File: config.mk
export PLATFORM = sky130hd
export DESIGN_NAME = pa_write_ctrl
export DESIGN_NICKNAME = d
export VERILOG_FILES = /design/src/rtl/pa8255_pkg.sv /design/src/rtl/sync2.sv /design/src/rtl/pa_write_ctrl.sv
export SDC_FILE = /design/constraint.sdc
export NUM_CORES = 1
export LEC_CHECK = 0
export CAP_MARGIN = 20
export CORE_UTILIZATION = 40
export CTS_BUF_LIST = sky130_fd_sc_hd__clkbuf_2 sky130_fd_sc_hd__clkbuf_4 sky130_fd_sc_hd__clkbuf_8
export CTS_CLUSTER_SIZE = 16
export DETAILED_ROUTE_END_ITERATION = 8
export DONT_BUFFER_PORTS = 1
export GPL_TIMING_DRIVEN = 0
export PLACE_DENSITY = 0.58
export SYNTH_ARGS = -nofsm -noshare
export SYNTH_HDL_FRONTEND = slang
export SYNTH_HIERARCHICAL = 1
export SYNTH_SLANG_ARGS = --single-unit
File: constraint.sdc
create_clock -name clk -period 2.2 [get_ports clk]
set_input_delay 0.44 -clock clk [delete_from_list [all_inputs] [get_ports clk]]
set_output_delay 0.44 -clock clk [all_outputs]
set_load 0.05 [all_outputs]
File: src/rtl/pa8255_pkg.sv
// Shared definitions for the 8255-style port-A write controller:
// bus address decodes, control-word layout, mode encodings and the
// registered bus snapshot used by the input pipeline.
package pa8255_pkg;

   // Register addresses on the CPU bus
   localparam logic [1:0] PORT_A = 2'b00;
   localparam logic [1:0] CTRL   = 2'b11;

   // Control word loaded while reset is asserted (port A input, mode 0)
   localparam logic [7:0] CTRL_RST_DEFAULT = 8'h9B;

   // Control-word field positions
   localparam int CW_MODE_SET_BIT = 7;
   localparam int CW_PA_DIR_BIT   = 4;

   // Bit number addressed by a bit set/reset command to reach INTE_A
   localparam logic [2:0] INTE_A_BIT = 3'd6;

   // Group-A mode field ctrl_word[6:5]; only MODE_1 has a handshake
   typedef enum logic [1:0] {
      MODE_0  = 2'b00,
      MODE_1  = 2'b01,
      MODE_2  = 2'b10,
      MODE_2X = 2'b11
   } mode_e;

   // One registered snapshot of the CPU bus inputs
   typedef struct packed {
      logic       cs_n;
      logic       wr_n;
      logic [1:0] a;
      logic [7:0] d;
   } bus_s;

   // Idle bus: no chip select, no write strobe
   localparam bus_s BUS_IDLE = '{cs_n: 1'b1, wr_n: 1'b1, a: 2'b00, d: 8'h00};

   // Extract the group-A mode from a control word
   function automatic mode_e decode_mode(input logic [7:0] cw);
      return mode_e'(cw[6:5]);
   endfunction

endpackage

File: src/rtl/sync2.sv
// Two-flop synchroniser for a level that idles high; both flops reset to 1
// so a reset never manufactures an edge on the synchronised output.
module sync2 (
   input  logic clk,
   input  logic rst_n,
   input  logic d,
   output logic q
);

   logic meta_q;

   // Two back-to-back flops; the first may go metastable, the second settles it
   always_ff @(posedge clk or negedge rst_n) begin
      if (!rst_n) begin
         meta_q <= 1'b1;
         q      <= 1'b1;
      end else begin
         meta_q <= d;
         q      <= meta_q;
      end
   end

endmodule

File: src/rtl/pa_write_ctrl.sv
// Port-A write controller: registers the CPU bus twice, detects write
// start/commit from the registered wr_n edges, maintains the control word,
// drives the port-A output latch strobe/data and runs the mode-1 output
// handshake (OBF/ACK/INTR) from a synchronised ack_a_n.
module pa_write_ctrl
   import pa8255_pkg::*;
#(
   parameter logic [7:0] CTRL_RST = CTRL_RST_DEFAULT
) (
   input  logic       clk,
   input  logic       reset_n,
   input  logic       cs_n,
   input  logic       wr_n,
   input  logic [1:0] a,
   input  logic [7:0] d,
   input  logic       ack_a_n,
   output logic       pa_out_ld_n,
   output logic [7:0] pa_out_data,
   output logic       obf_a_n,
   output logic       intr_a,
   output logic [7:0] ctrl_word
);

   bus_s       s1_q, s1_d;
   bus_s       s2_q, s2_d;
   logic       ack_sync;
   logic       ack_prev_q, ack_prev_d;
   logic [7:0] ctrl_q, ctrl_d;
   logic [7:0] data_q, data_d;
   logic       ld_n_q, ld_n_d;
   logic       obf_n_q, obf_n_d;
   logic       intr_q, intr_d;
   logic       inte_q, inte_d;

   logic       wr_commit;
   logic       wr_start;
   logic       ack_fall;
   logic       ack_rise;
   logic       mode1;
   logic       pa_is_input;

   sync2 u_ack_sync (
      .clk   (clk),
      .rst_n (reset_n),
      .d     (ack_a_n),
      .q     (ack_sync)
   );

   // Bus pipeline inputs and ack edge-detect history
   always_comb begin
      s1_d.cs_n  = cs_n;
      s1_d.wr_n  = wr_n;
      s1_d.a     = a;
      s1_d.d     = d;
      s2_d       = s1_q;
      ack_prev_d = ack_sync;
   end

   // Bus pipeline and ack edge register; idle values under reset so a write
   // in flight when reset hits can never complete afterwards
   always_ff @(posedge clk or negedge reset_n) begin
      if (!reset_n) begin
         s1_q       <= BUS_IDLE;
         s2_q       <= BUS_IDLE;
         ack_prev_q <= 1'b1;
      end else begin
         s1_q       <= s1_d;
         s2_q       <= s2_d;
         ack_prev_q <= ack_prev_d;
      end
   end

   // Event decode from the registered bus and synchronised ack
   always_comb begin
      wr_commit   = !s2_q.wr_n && s1_q.wr_n && !s2_q.cs_n;
      wr_start    = s2_q.wr_n && !s1_q.wr_n && !s1_q.cs_n && (s1_q.a == PORT_A);
      ack_fall    = !ack_sync && ack_prev_q;
      ack_rise    = ack_sync && !ack_prev_q;
      mode1       = (decode_mode(ctrl_q) == MODE_1);
      pa_is_input = ctrl_q[CW_PA_DIR_BIT];
   end

   // Next-state for the control/output registers; later assignments take
   // priority, which gives commit over ack-fall and write-start over intr-set
   always_comb begin
      ctrl_d  = ctrl_q;
      data_d  = data_q;
      ld_n_d  = 1'b1;
      obf_n_d = obf_n_q;
      intr_d  = intr_q;
      inte_d  = inte_q;

      // Mode-1 handshake events from the peripheral
      if (mode1) begin
         if (ack_fall) begin
            obf_n_d = 1'b1;
         end
         if (ack_rise && obf_n_q && inte_q) begin
            intr_d = 1'b1;
         end
      end

      // CPU write commits
      if (wr_commit) begin
         case (s2_q.a)
            PORT_A: begin
               if (!pa_is_input) begin
                  data_d = s2_q.d;
                  ld_n_d = 1'b0;
                  if (mode1) begin
                     obf_n_d = 1'b0;
                  end
               end
            end
            CTRL: begin
               if (s2_q.d[CW_MODE_SET_BIT]) begin
                  ctrl_d  = s2_q.d;
                  data_d  = 8'h00;
                  ld_n_d  = 1'b0;
                  obf_n_d = 1'b1;
                  intr_d  = 1'b0;
                  inte_d  = 1'b0;
               end else if (s2_q.d[3:1] == INTE_A_BIT) begin
                  inte_d = s2_q.d[0];
               end
            end
            default: begin
            end
         endcase
      end

      // Starting a port-A write acknowledges the pending interrupt
      if (wr_start) begin
         intr_d = 1'b0;
      end

      // Without the mode-1 handshake the status outputs sit at idle
      if (!mode1) begin
         obf_n_d = 1'b1;
         intr_d  = 1'b0;
      end
   end

   // Control and output registers
   always_ff @(posedge clk or negedge reset_n) begin
      if (!reset_n) begin
         ctrl_q  <= CTRL_RST;
         data_q  <= 8'h00;
         ld_n_q  <= 1'b1;
         obf_n_q <= 1'b1;
         intr_q  <= 1'b0;
         inte_q  <= 1'b0;
      end else begin
         ctrl_q  <= ctrl_d;
         data_q  <= data_d;
         ld_n_q  <= ld_n_d;
         obf_n_q <= obf_n_d;
         intr_q  <= intr_d;
         inte_q  <= inte_d;
      end
   end

   assign pa_out_ld_n = ld_n_q;
   assign pa_out_data = data_q;
   assign obf_a_n     = obf_n_q;
   assign intr_a      = intr_q;
   assign ctrl_word   = ctrl_q;

endmodule

==> reports/metrics.cfg, run 1 <==
[power]
p_sw_frac=0.3202
power_density_nw_per_um2=1044
internal-power_mw=1.286
power_mw=1.891
ir_drop_v=0.0006419
switchingPower_mw=0.6056
seq_power_share=0.656
p_leak_nw=0.7939
power_frac_clock=0.278
p_comb_frac=0.067

[critical_path]
crit_arrival_ns=2.26
cpPeakStageDelay_ns=0.38
cp.required_ns=2.38
crit_start=s2_q[9]
reg2reg_depth=6
startpoint_type=register
crit_end=pa_out_data[6]
cp_max_fo=10
r2r_start=s2_q[9]
crit_slowest_cell=clkbuf_1
reg2reg_to=pa_out_data[6]
path_cells=ha_1, clkbuf_1, nor2_1, a2111oi_4, buf_4, mux2_2
critPathCaptureType=register
r2r_setup_slack_ns=0.12
critical_path_class=reg2reg

[cts]
cts_tree=yes
clock_sink_count=46
clk_pin_slew_worst_paths_ns=0.08
clk_root_buffer_cell=clkbuf_8
cts_resized=0
numCtsBuffers=5
clock_path_buffers=2
htree_num_levels=2
clock_latency_ns=0.29

[route]
wirelength_mm=2.517
firstDrtPassIters=4
vias_per_cell=5.044
drtIter0Drc=36
postRouteAntennaNets=0
vias=797
post_drt_wl_per_cell_um=15.93
drc=0

[floorplanning]
io_pins=34
core_um2=3771
num_rows=22
die_w_um=65.48
dieArea_um2=4287
die_h_um=65.48
start_util=0.4273

[grt]
grt_pass1_wl_mm=4.153
antenna_found_initial=0
grt_pass1_vias=828
gr-usage-met3=0.08507
grtUsageTotal=0.1398
busiest_layer=met2
met2_usage=0.1869
grt_overflow=0
grt_max_degree=47
use_met1=0.1705

[placed_design]
place_area_um2=1672
hpwl_mm=1.698
preCtsSetupSlack_ns=0.01079
place_congestion=0.7047
port_buffers=0
placed_cells=147

[timing]
fin_ws_ns=0.1165
whs_ns=0.1408
setup_tns_ns=0
fin_crit_sh=0.9470
clock_skew_ns=0.004474
worst-slew-pin-transition_ns=0.5007
finalSetupViolations=0
fmax_ghz=0.4800
hold_viol_final=0
fin_crit_ns=2.084
maxSlewViolCount=0
slew_headroom=0.6662

[synthesis]
ys_seq_area_frac=0.7244
synth_cells=99
ys_seq_elements=46
syn-num-nets=116
synth_cell_types=26
syn-mean-instance-area_um2=16.28
synth.cell_area_um2=1612
yosys_warnings=6

[finish]
area_delta_synth_final_pct=12.42
fin_area_um2=1812
instances_no_fill=158
layout.nets=126
n_antenna_cell=0
drive_gt1_frac=0.3727
final_util=0.4804

[min_path]
hold_path_class=in2reg

[status]
status=finished, final reports clean

[job]
maxCapViolations=0

## power by group through the flow
stage	clock network [mW]	registers [mW]	logic, mW
finish	0.525	1.24	0.126
global route	0.584	1.25	0.142
CTS	0.548	1.24	0.128
detailed placement	0	1.26	0.104
global placement	0	1.26	0.101
floorplan	0	1.24	0.0917
## layer usage
layer,wire [um],vias up,share of wire
met2,1157,26,0.46
met1,1084,409,0.43
met3,226,5,0.090
met4,48,0,0.019
met5,0,-,0
li1,-,357,-
## cell type report
type	count	area, um^2
repair buffers	3	45.04
inverters	5	18.77
plain buffers	2	11.26
well taps	48	60.06
flip-flops and latches	46	1167
clock inverters	1	5.005
multi-input cells	46	414.1
fillers	320	1959
clock buffers	7	90.09
## logic make-up after synthesis
| logic type | share of synthesized area |
|---|---|
| other | 0.002327 |
| DFF | 0.7244 |
| and+or+nand+nor | 0.08618 |
| buffers and inverters | 0.01863 |
| muxes | 0.09783 |
| AOI/OAI and AO/OA | 0.05513 |
| adders and majority gates | 0.01553 |
## worst min-delay path by stage
stage | startpoint | end | cells after the start
after global placement | reset_n | s1_q[5] | 0
after CTS | ack_a_n | u_ack_sync/meta_q | 0
after floorplan | reset_n | ctrl_word[2] | 0
final | ack_a_n | u_ack_sync/meta_q | 0
after global routing | ack_a_n | u_ack_sync/meta_q | 0
after detailed placement | reset_n | s2_q[6] | 0
## critical path: cells and delay by family (launching register included)
kind | cells | cell delay (ns)
mux | 1 | 0.34
fa+ha+maj | 1 | 0.17
flops | 1 | 0.36
simple gates | 1 | 0.17
compound gates | 1 | 0.33
buf+inv | 2 | 0.61
## cell usage after synthesis, drive strengths merged
cell type,n,share of area
dfrtp,33,0.51
mux2,14,0.098
dfstp,13,0.21
nor2b,9,0.035
inv,5,0.012
a21oi,2,0.0062
and4b,2,0.012
ha,2,0.016
nand2,2,0.0047
a2111o,1,0.0070
a2111oi,1,0.017
a22oi,1,0.0047
a2bb2oi,1,0.0054
and3,1,0.0039
and4bb,1,0.0078
buf,1,0.0047
clkbuf,1,0.0023
conb,1,0.0023
nand3b,1,0.0047
nor2,1,0.0023
nor3b,1,0.0047
nor4,1,0.0039
o221ai,1,0.0054
o22ai,1,0.0039
o32ai,1,0.0054
or3b,1,0.0070
## sequential cells by signal (all words and copies together) (netlist names)
register           flops
pa_out_data            8
ctrl_word              7
inte_q                 1
obf_a_n                1
ack_prev_q             1
s2_q                  12
intr_a                 1
s1_q                  12
pa_out_ld_n            1
u_ack_sync/q           1
u_ack_sync/meta_q      1
## placed cells by master (no fill, tap or decap), types with 2 or more instances in the layout
| master | instances |
|---|---|
| and4b_1 | 2 |
| clkbuf_8 | 6 |
| nand2_1 | 2 |
| inv_1 | 5 |
| buf_4 | 2 |
| dfrtp_1 | 33 |
| a21oi_1 | 2 |
| mux2_2 | 14 |
| ha_1 | 2 |
| nor2b_1 | 9 |
| dfstp_2 | 13 |
## what timing repair did
| action | CTS | global route |
|---|---|---|
| setup endpoints to repair | 0 | 7 |
| hold buffers | 2 | 0 |
| endpoints found under the hold margin | 46 | 0 |
| buffers inserted | 0 | 1 |
Note: power is estimated with default switching activity, not from simulation.
==> run 2, diff against run 1 <==
--- a/config.mk
+++ b/config.mk
@@ -7,7 +7,6 @@
 export LEC_CHECK = 0
 export CAP_MARGIN = 20
 export CORE_UTILIZATION = 40
-export CTS_BUF_LIST = sky130_fd_sc_hd__clkbuf_2 sky130_fd_sc_hd__clkbuf_4 sky130_fd_sc_hd__clkbuf_8
 export CTS_CLUSTER_SIZE = 16
 export DETAILED_ROUTE_END_ITERATION = 8
 export DONT_BUFFER_PORTS = 1
==> constraint.sdc (replaced) <==
create_clock -name clk -period 2.2 [get_ports clk]
set_input_delay 0.22 -clock clk [delete_from_list [all_inputs] [get_ports clk]]
set_output_delay 0.22 -clock clk [all_outputs]
set_load 0.05 [all_outputs]
==> run 2 against run 1 <==
  * First-iteration DRC count up 2.8%
  * Sequential power about the same
  * Register-to-register slack about the same
  * Total power up 0.47%
  * Setup slack better by 0.0012 ns
  * Flip-flop and latch count unchanged
  * Critical path depth unchanged
  * Combinational power up 15%
  * Final cell count up 8.2%
  * Largest cell class unchanged
  * Largest power group unchanged
==> reports/metrics.cfg, run 2 (synthesis results as in run 1) <==
[status]
status=finished, final reports clean

[power]
seq_power_share=0.652  ; -0.004
p_comb_frac=0.076  ; +0.009
internal-power_mw=1.288  ; +0.21%
switchingPower_mw=0.6118  ; +1.0%
power_mw=1.900  ; +0.47%
power_density_nw_per_um2=980.4  ; -6.1%
p_leak_nw=0.8448  ; +6.4%
power_frac_clock=0.272  ; -0.006
ir_drop_v=0.0006411  ; -0.11%
p_sw_frac=0.3220  ; +0.001758

[grt]
grtUsageTotal=0.1423  ; +0.002416
grt_overflow=0  ; unchanged
grt_pass1_vias=853  ; +3.0%
antenna_found_initial=0  ; unchanged
grt_max_degree=47  ; unchanged
grt_pass1_wl_mm=4.236  ; +2.0%

[cts]
clk_root_buffer_cell=clkbuf_8
numCtsBuffers=5  ; unchanged
clock_latency_ns=0.29  ; about the same
clock_path_buffers=2  ; unchanged
clk_pin_slew_worst_paths_ns=0.08  ; about the same
cts_tree=yes
htree_num_levels=2  ; unchanged
cts_resized=0  ; unchanged
clock_sink_count=46  ; unchanged

[timing]
fin_crit_ns=2.082  ; -0.001187 ns
hold_viol_final=0  ; unchanged
slew_headroom=0.6655  ; -0.0006820
finalSetupViolations=0  ; unchanged
setup_tns_ns=0  ; unchanged
fmax_ghz=0.4802  ; about the same
clock_skew_ns=0.005139  ; +0.0006652 ns
maxSlewViolCount=0  ; unchanged
worst-slew-pin-transition_ns=0.5017  ; +0.001022 ns
fin_crit_sh=0.9465  ; about the same

[placed_design]
port_buffers=0  ; unchanged
place_area_um2=1672  ; unchanged
place_congestion=0.7047  ; unchanged
placed_cells=147  ; unchanged
hpwl_mm=1.698  ; unchanged

[finish]
n_antenna_cell=0  ; unchanged
instances_no_fill=171  ; +8.2%
layout.nets=139  ; +10%
drive_gt1_frac=0.3252  ; -0.04752
area_delta_synth_final_pct=20.26
seq_area_um2=1167  ; unchanged
multi_input_comb_area_um2=414.1  ; unchanged
fin_area_um2=1938  ; +7.0%
final_common_cell=dfrtp_1
final_cell_mix=33 x dfrtp_1, 14 x mux2_2, 14 x dlygate4sd3_1, 13 x dfstp_2, 9 x nor2b_1
n_fill_cell=313  ; -2.2%

[floorplanning]
die_h_um=65.48  ; unchanged
dieArea_um2=4287  ; unchanged
core_um2=3771  ; unchanged
die_w_um=65.48  ; unchanged
io_pins=34  ; unchanged
start_util=0.4273  ; unchanged
num_rows=22  ; unchanged

[route]
drtIter0Drc=37  ; +2.8%
post_drt_wl_per_cell_um=15.15  ; -4.9%
postRouteAntennaNets=0  ; unchanged
vias_per_cell=4.971  ; -1.5%
drc=0  ; unchanged
vias=850  ; +6.6%
wirelength_mm=2.590  ; +2.9%
firstDrtPassIters=4  ; unchanged

[critical_path]
critPathCaptureType=register
crit_slowest_cell=clkbuf_1
cp.required_ns=2.38  ; about the same
startpoint_type=register
critical_path_class=reg2reg
cpPeakStageDelay_ns=0.37  ; about the same
path_cells=ha_1, clkbuf_1, nor2_1, a2111oi_4, buf_4, mux2_2
crit_arrival_ns=2.26  ; about the same
cp_max_fo=10  ; unchanged

[job]
maxCapViolations=0  ; unchanged

[min_path]
hold_path_class=reg2reg

==> run 2: cell types whose count changed in the layout (fill, tap and decap cells not counted), sizes merged <==
cell / change
dlygate4sd3: +13
==> run 2: cell type report <==
type | count | share of cell area
Sequential cell | 46 | 0.6023
Multi-Input combinational cell | 46 | 0.2137
Timing Repair Buffer | 16 | 0.09038
Clock buffer | 7 | 0.04454
Tap cell | 48 | 0.03099
Inverter | 5 | 0.009684
Buffer | 2 | 0.005810
Clock inverter | 1 | 0.002582
==> run 2: critical path: cells and delay by family, from the launching register on <==
family | cells | cell delay, ns
buffers and inverters | 2 | 0.60
AO/OA/AOI/OAI | 1 | 0.33
flip-flops | 1 | 0.36
adder cells (fa/ha/maj) | 1 | 0.17
AND/OR/NAND/NOR | 1 | 0.17
multiplexers | 1 | 0.34
==> run 2: what timing repair did <==
action / in CTS / in global routing
hold buffers: 15 / 0
hold endpoints to repair: 59 / 0
endpoints found under the setup margin: 0 / 7
setup buffers: 0 / 1
==> run 2: power by group through the flow <==
stage | logic, mW | registers (mW) | clock network [mW]
4_1_cts | 0.146 | 1.24 | 0.534
3_3_place_gp | 0.101 | 1.26 | 0
6_report | 0.145 | 1.24 | 0.516
5_1_grt | 0.161 | 1.25 | 0.574
3_5_place_dp | 0.104 | 1.26 | 0
2_1_floorplan | 0.0917 | 1.24 | 0
==> run 2: stage by stage <==
stage                     setup slack (ns)  hold slack [ns]  utilization
after floorplan                     0.2481         -0.07559            -
after global placement            0.009349         -0.07445       0.4433
after detailed placement           0.01079         -0.07451       0.4433
after CTS                         0.005535           0.3534       0.5119
after global routing             -0.009885           0.3609       0.5139
final                               0.1177           0.3505       0.5139
==> run 2: final timing paths <==
path	slack, ns	end	start	cells past startpoint
min in group asynchronous	0.43	s1_q[5]	reset_n	2
max reg2reg	0.12	pa_out_data[6]	s2_q[9]	6
max in group asynchronous	1.51	ctrl_word[0]	reset_n	2
max	0.12	pa_out_data[6]	s2_q[9]	6
min	0.35	s2_q[7]	s1_q[7]	0
min reg2reg	0.35	s2_q[7]	s1_q[7]	0
==> run 2: routing by layer <==
| metal | share of wire | wire length, um | GRT usage | vias to the layer above |
|---|---|---|---|---|
| li1 | - | - | - | 382 |
| met4 | 0.019 | 48 | 0.08152 | 0 |
| met2 | 0.47 | 1205 | 0.1946 | 26 |
| met3 | 0.090 | 234 | 0.08333 | 5 |
| met1 | 0.43 | 1101 | 0.1723 | 437 |
| met5 | 0 | 0 | 0 | - |
